**src/rtl/clk_div_gen.sv**
```systemverilog
// Multi-channel programmable clock divider with phase-coherent restart and lock indication.
// All channels reload their phase together in ALIGN, then settle for LOCK_CYC+1 cycles in WARM.
module clk_div_gen #(
  parameter int NUM_CH   = 2,
  parameter int CNT_W    = 8,
  parameter int LOCK_CYC = 16
) (
  input  logic                    sys_clk,
  input  logic                    reset,
  input  logic                    enable,
  input  logic                    cfg_valid,
  output logic                    cfg_ready,
  input  logic [NUM_CH*CNT_W-1:0] cfg_div,
  input  logic [NUM_CH*CNT_W-1:0] cfg_phase,
  output logic [NUM_CH-1:0]       clk_out,
  output logic [NUM_CH-1:0]       clk_stb,
  output logic                    locked
);

  localparam int SET_W = $clog2(LOCK_CYC + 1);
  localparam logic [SET_W-1:0] SETTLE_MAX = SET_W'(LOCK_CYC);

  typedef enum logic [1:0] {
    IDLE,
    ALIGN,
    WARM,
    LOCKED
  } state_t;

  state_t             state_q, state_d;
  logic [SET_W-1:0]   settle_q, settle_d;
  logic [CNT_W-1:0]   div_q     [NUM_CH];
  logic [CNT_W-1:0]   div_d     [NUM_CH];
  logic [CNT_W-1:0]   phase_q   [NUM_CH];
  logic [CNT_W-1:0]   phase_d   [NUM_CH];
  logic [CNT_W-1:0]   cnt_q     [NUM_CH];
  logic [CNT_W-1:0]   cnt_d     [NUM_CH];
  logic [CNT_W-1:0]   eff_div   [NUM_CH];
  logic [CNT_W-1:0]   eff_phase [NUM_CH];
  logic [NUM_CH-1:0]  clk_out_q, clk_out_d;
  logic [NUM_CH-1:0]  clk_stb_q, clk_stb_d;
  logic               accept;
  logic               run_d;

  // Reset gates the handshake and lock flag immediately, before the state register clears.
  assign cfg_ready = !reset && ((state_q == IDLE) || (state_q == LOCKED));
  assign locked    = !reset && (state_q == LOCKED);
  assign accept    = cfg_valid && cfg_ready;
  assign clk_out   = clk_out_q;
  assign clk_stb   = clk_stb_q;

  always_comb begin
    for (int i = 0; i < NUM_CH; i++) begin
      div_d[i]     = accept ? cfg_div[i*CNT_W +: CNT_W]   : div_q[i];
      phase_d[i]   = accept ? cfg_phase[i*CNT_W +: CNT_W] : phase_q[i];
      eff_div[i]   = (div_q[i] < CNT_W'(2)) ? CNT_W'(2) : div_q[i];
      eff_phase[i] = (phase_q[i] >= eff_div[i]) ? '0 : phase_q[i];
    end
  end

  always_comb begin
    state_d = state_q;
    case (state_q)
      IDLE:    if (enable) state_d = ALIGN;
      ALIGN:   state_d = WARM;
      WARM:    if (settle_q == SETTLE_MAX) state_d = LOCKED;
      LOCKED:  if (accept) state_d = ALIGN;
      default: state_d = IDLE;
    endcase
    if (!enable) state_d = IDLE;
    settle_d = ((state_q == WARM) && (state_d == WARM)) ? settle_q + SET_W'(1) : '0;
  end

  // Outputs are computed from next-cycle counter values so each output bit is a plain flop.
  always_comb begin
    run_d     = (state_d == WARM) || (state_d == LOCKED);
    clk_out_d = '0;
    clk_stb_d = '0;
    for (int i = 0; i < NUM_CH; i++) begin
      cnt_d[i] = cnt_q[i];
      case (state_q)
        ALIGN:        cnt_d[i] = eff_phase[i];
        WARM, LOCKED: cnt_d[i] = (cnt_q[i] >= eff_div[i] - CNT_W'(1)) ? '0 : cnt_q[i] + CNT_W'(1);
        default:      cnt_d[i] = cnt_q[i];
      endcase
      clk_out_d[i] = run_d && (cnt_d[i] < (eff_div[i] >> 1));
      clk_stb_d[i] = run_d && (cnt_d[i] == '0);
    end
  end

  always_ff @(posedge sys_clk) begin
    if (reset) begin
      state_q   <= IDLE;
      settle_q  <= '0;
      clk_out_q <= '0;
      clk_stb_q <= '0;
      for (int i = 0; i < NUM_CH; i++) begin
        div_q[i]   <= CNT_W'(2);
        phase_q[i] <= '0;
        cnt_q[i]   <= '0;
      end
    end else begin
      state_q   <= state_d;
      settle_q  <= settle_d;
      clk_out_q <= clk_out_d;
      clk_stb_q <= clk_stb_d;
      for (int i = 0; i < NUM_CH; i++) begin
        div_q[i]   <= div_d[i];
        phase_q[i] <= phase_d[i];
        cnt_q[i]   <= cnt_d[i];
      end
    end
  end

endmodule

```
**config.mk**
```make
export PLATFORM = sky130hd
export DESIGN_NAME = clk_div_gen
export DESIGN_NICKNAME = d
export VERILOG_FILES = /design/src/rtl/clk_div_gen.sv
export SDC_FILE = /design/constraint.sdc
export NUM_CORES = 1
export LEC_CHECK = 0
export CORE_MARGIN = 2
export CORE_UTILIZATION = 60
export DETAILED_ROUTE_END_ITERATION = 8
export HOLD_SLACK_MARGIN = 0.12
export PLACE_DENSITY = 0.94
export REMOVE_ABC_BUFFERS = 1
export SLEW_MARGIN = 20
export SYNTH_ARGS = -nofsm -noshare
export SYNTH_HDL_FRONTEND = slang
export SYNTH_SLANG_ARGS = --single-unit
```
**constraint.sdc**
```tcl
create_clock -name sys_clk -period 11 [get_ports sys_clk]
set_input_delay 1.65 -clock sys_clk [delete_from_list [all_inputs] [get_ports sys_clk]]
set_output_delay 1.65 -clock sys_clk [all_outputs]
set_load 0.02 [all_outputs]
```
==> results.sh <==
export IMPL_status="complete, no violations"
export IMPL_end_kind="flop"
export IMPL_grt_max_degree=66
export IMPL_switching_share_pct=30.5
export IMPL_cts_root_buffer="clkbuf_8"
export IMPL_whs_ps=497
export IMPL_ys_ff_latch=59
export IMPL_area_delta_synth_final_pct=17.1
export IMPL_multiInputGateArea_sq_um=2400
export IMPL_portBuffers=41
export IMPL_wl_per_cell_um=16.7
export IMPL_vias_per_cell=6.25
export IMPL_slew_viol_final=0
export IMPL_synth_ff_type="dfxtp_1"
export IMPL_yosys_area_top_type="dfxtp_1"
export IMPL_holdCritPathClass="flop to flop"
export IMPL_cpMostUsedCell="ha_1"
export IMPL_drt_wl_total_um=9790
export IMPL_worstSkewPairLatency_ps=350
export IMPL_cts_resized=0
export IMPL_cap_violations=0
export IMPL_ys_types=55
export IMPL_cts_buffers=9
export IMPL_io_pins=42
export IMPL_rrSetupSlack_ps=6180
export IMPL_timing_fmax_ghz=0.207
export IMPL_tightest_slew_ps=725
export IMPL_design_die_area_sq_um=7020
export IMPL_setup_tns_final_ps=0
export IMPL_arrival_ps=5060
export IMPL_grt_ovfl_total=0
export IMPL_maxSlewHeadroom_pct=51.6
export IMPL_setup_viol=0
export IMPL_dr_pass1_iters=5
export IMPL_cts_num_sinks=59
export IMPL_p_clk_share_pct=35.7
export IMPL_rsz0062_at_grt="no"
export IMPL_avgSynthCellArea_sq_um=8.23
export IMPL_cts_max_level=3
export IMPL_path_clk_slew_ps=70
export IMPL_final_cell_mix="nand2_1 (70), dfxtp_1 (59), ha_1 (54), inv_1 (46), clkdlybuf4s50_1 (41)"
export IMPL_syn_area_sq_um=3820
export IMPL_cellPowerDensity_nw_per_um2=123
export IMPL_grt_pass1_wl_um=16600
export IMPL_ant_nets=0
export IMPL_p_leak_nw=1.87
export IMPL_cpPeakStageDelay_ps=530
export IMPL_synth_top_area_share_pct=30.9
export IMPL_syn_instance_count=464
export IMPL_synth_edff_count=0
export IMPL_finalNetCount=593
export IMPL_cts_tree="yes"
export IMPL_cts_hold_buf=0
export IMPL_rows=29
export IMPL_cts_setup_buffers=0
export IMPL_layout_commonest_cell="nand2_1"
export IMPL_hold_viol_final=0
export IMPL_async_flop_share_pct=0
export IMPL_dp_hpwl_um=7060
export IMPL_grt_pass1_vias=3593
export IMPL_antenna_found_initial=0
export IMPL_initial_core_util_pct=61.2
export IMPL_fin_skew_ps=10.8
export IMPL_die_w_um=83.8
export IMPL_gp_congestion=0.933
export IMPL_utilization_pct=71.6
export IMPL_drc=0
export IMPL_grtUsageTotal_pct=29.3
export IMPL_yosysWarnings=0
export IMPL_crit_fanout=8
export IMPL_synthTopCellsByArea="dfxtp_1 (31%), ha_1 (18%), nand2_1 (6.9%)"
export IMPL_fillers=475
export IMPL_cp_required_ps=11240
export IMPL_post_route_period_util_pct=43.8
export IMPL_intPower_mw=0.384
export IMPL_power_switching_mw=0.168
export IMPL_vias=3659
export IMPL_clock_path_buffers=2
export IMPL_register_area_sq_um=1180
export IMPL_start_kind="flop"
export IMPL_criticalPathCategory="flop to flop"
export IMPL_critical_path_slowest_cell="a222oi_1"
export IMPL_ys_seq_area_share_pct=30.9
export IMPL_drive_gt1_share_pct=7.68
export IMPL_die_h_um=83.8
export IMPL_period_minus_slack_ps=4820
export IMPL_drt_iter0_drc=390
export IMPL_crit_chain="nor2_1 -> nand3_1 -> or3_1 -> o21ai_0 -> ha_1 -> nand2_1 -> nor3_1 -> xnor2_1 -> ha_1 -> nand4_1 -> nor2_2 -> a21oi_2 -> a222oi_1 -> inv_1 -> ha_1 -> a211oi_1 -> nor2b_1 -> a311oi_2 -> a2111oi_2"
export IMPL_diodes=0
export IMPL_pwr_share_comb_pct=21.4
export IMPL_coreArea_sq_um=6240
export IMPL_p_seq_share_pct=42.9
export IMPL_ir_drop_mv=0.0855
[cells in the mapped netlist (2+ instances only)]
cell type / n
clkbuf_1: 12
inv_1: 46
a22oi_1: 2
and2_1: 7
a21o_1: 5
nor3_1: 12
nor3b_1: 4
o31ai_1: 15
nand2b_1: 2
nand4_1: 7
ha_1: 54
nand2_1: 70
nand3_1: 10
nor2b_1: 4
o21ai_0: 29
o211ai_1: 3
nor2_1: 30
a222oi_1: 7
a21oi_2: 4
a2111oi_0: 3
dfxtp_1: 59
xor2_1: 2
mux2_2: 3
xnor2_1: 9
o21a_1: 2
o21ai_1: 6
a211oi_1: 4
or4_1: 4
a221oi_1: 7
o2111ai_1: 2
a21oi_1: 11
nor4_1: 6
[power groups by stage]
stage | logic, mW | clock network, mW | registers [mW]
6_report | 0.118 | 0.197 | 0.237
5_1_grt | 0.132 | 0.208 | 0.238
4_1_cts | 0.116 | 0.197 | 0.236
3_5_place_dp | 0.113 | 0 | 0.241
3_3_place_gp | 0.107 | 0 | 0.240
2_1_floorplan | 0.0745 | 0 | 0.238
[path summary, 6_finish.rpt]
| path | start | to | depth (start not counted) |
|---|---|---|---|
| min reg2reg | settle_q[0] | settle_q[0] | 1 |
| max | div_q[0][2] | clk_out[0] | 19 |
| max reg2reg | div_q[0][2] | clk_out[0] | 19 |
| min | settle_q[0] | settle_q[0] | 1 |
[routing by layer]
layer / vias up / wire length [um] / global-route usage, %
met5: - / 0 / 0
met4: 0 / 354 / 14.5
met3: 37 / 837 / 5.93
met2: 177 / 4500 / 47.3
met1: 1690 / 4100 / 37.2
li1: 1755 / - / -
[metrics by stage]
| step | worst slack (ps) | power [mW] | instance area [sq um] | std cells |
|---|---|---|---|---|
| floorplan | 6960 | 0.312 | 3750 | 449 |
| global placement | 6270 | 0.347 | 4280 | 569 |
| detailed placement | 6260 | 0.354 | 4280 | 569 |
| CTS | 6260 | 0.549 | 4470 | 585 |
| global route | 5850 | 0.578 | 4470 | 585 |
| finish | 6180 | 0.552 | 4470 | 585 |
[cell families after synthesis]
| family | share of synthesized area, % |
|---|---|
| XOR/XNOR | 2.52 |
| AND/OR/NAND/NOR | 20.4 |
| adder cells (fa/ha/maj) | 17.7 |
| AO/OA/AOI/OAI | 21.3 |
| buffers and inverters | 6.23 |
| flip-flops | 30.9 |
| multiplexers | 0.885 |
[cell type report]
type	count	share of cell area, %
clock buffer	11	3.16
multi-input combinational	344	53.7
inverter	46	3.86
tap	77	2.16
sequential	59	26.4
timing repair buffer	43	9.52
clock inverter	5	1.18
[worst max-delay path, delay by kind of cell, from the launching register on]
| family | cells | cell delay, ps |
|---|---|---|
| AND/OR/NAND/NOR | 8 | 1540 |
| XOR/XNOR | 1 | 110 |
| flip-flops | 1 | 350 |
| AO/OA/AOI/OAI | 6 | 1750 |
| buffers and inverters | 1 | 100 |
| adder cells (fa/ha/maj) | 3 | 890 |
[registers in the layout (all words and copies together), names as in the netlist]
name and count:
cnt_q 16, div_q 16, phase_q 16, settle_q 5
clk_out 2, clk_stb 2, state_q 2
(Power assumes the default switching activity.)
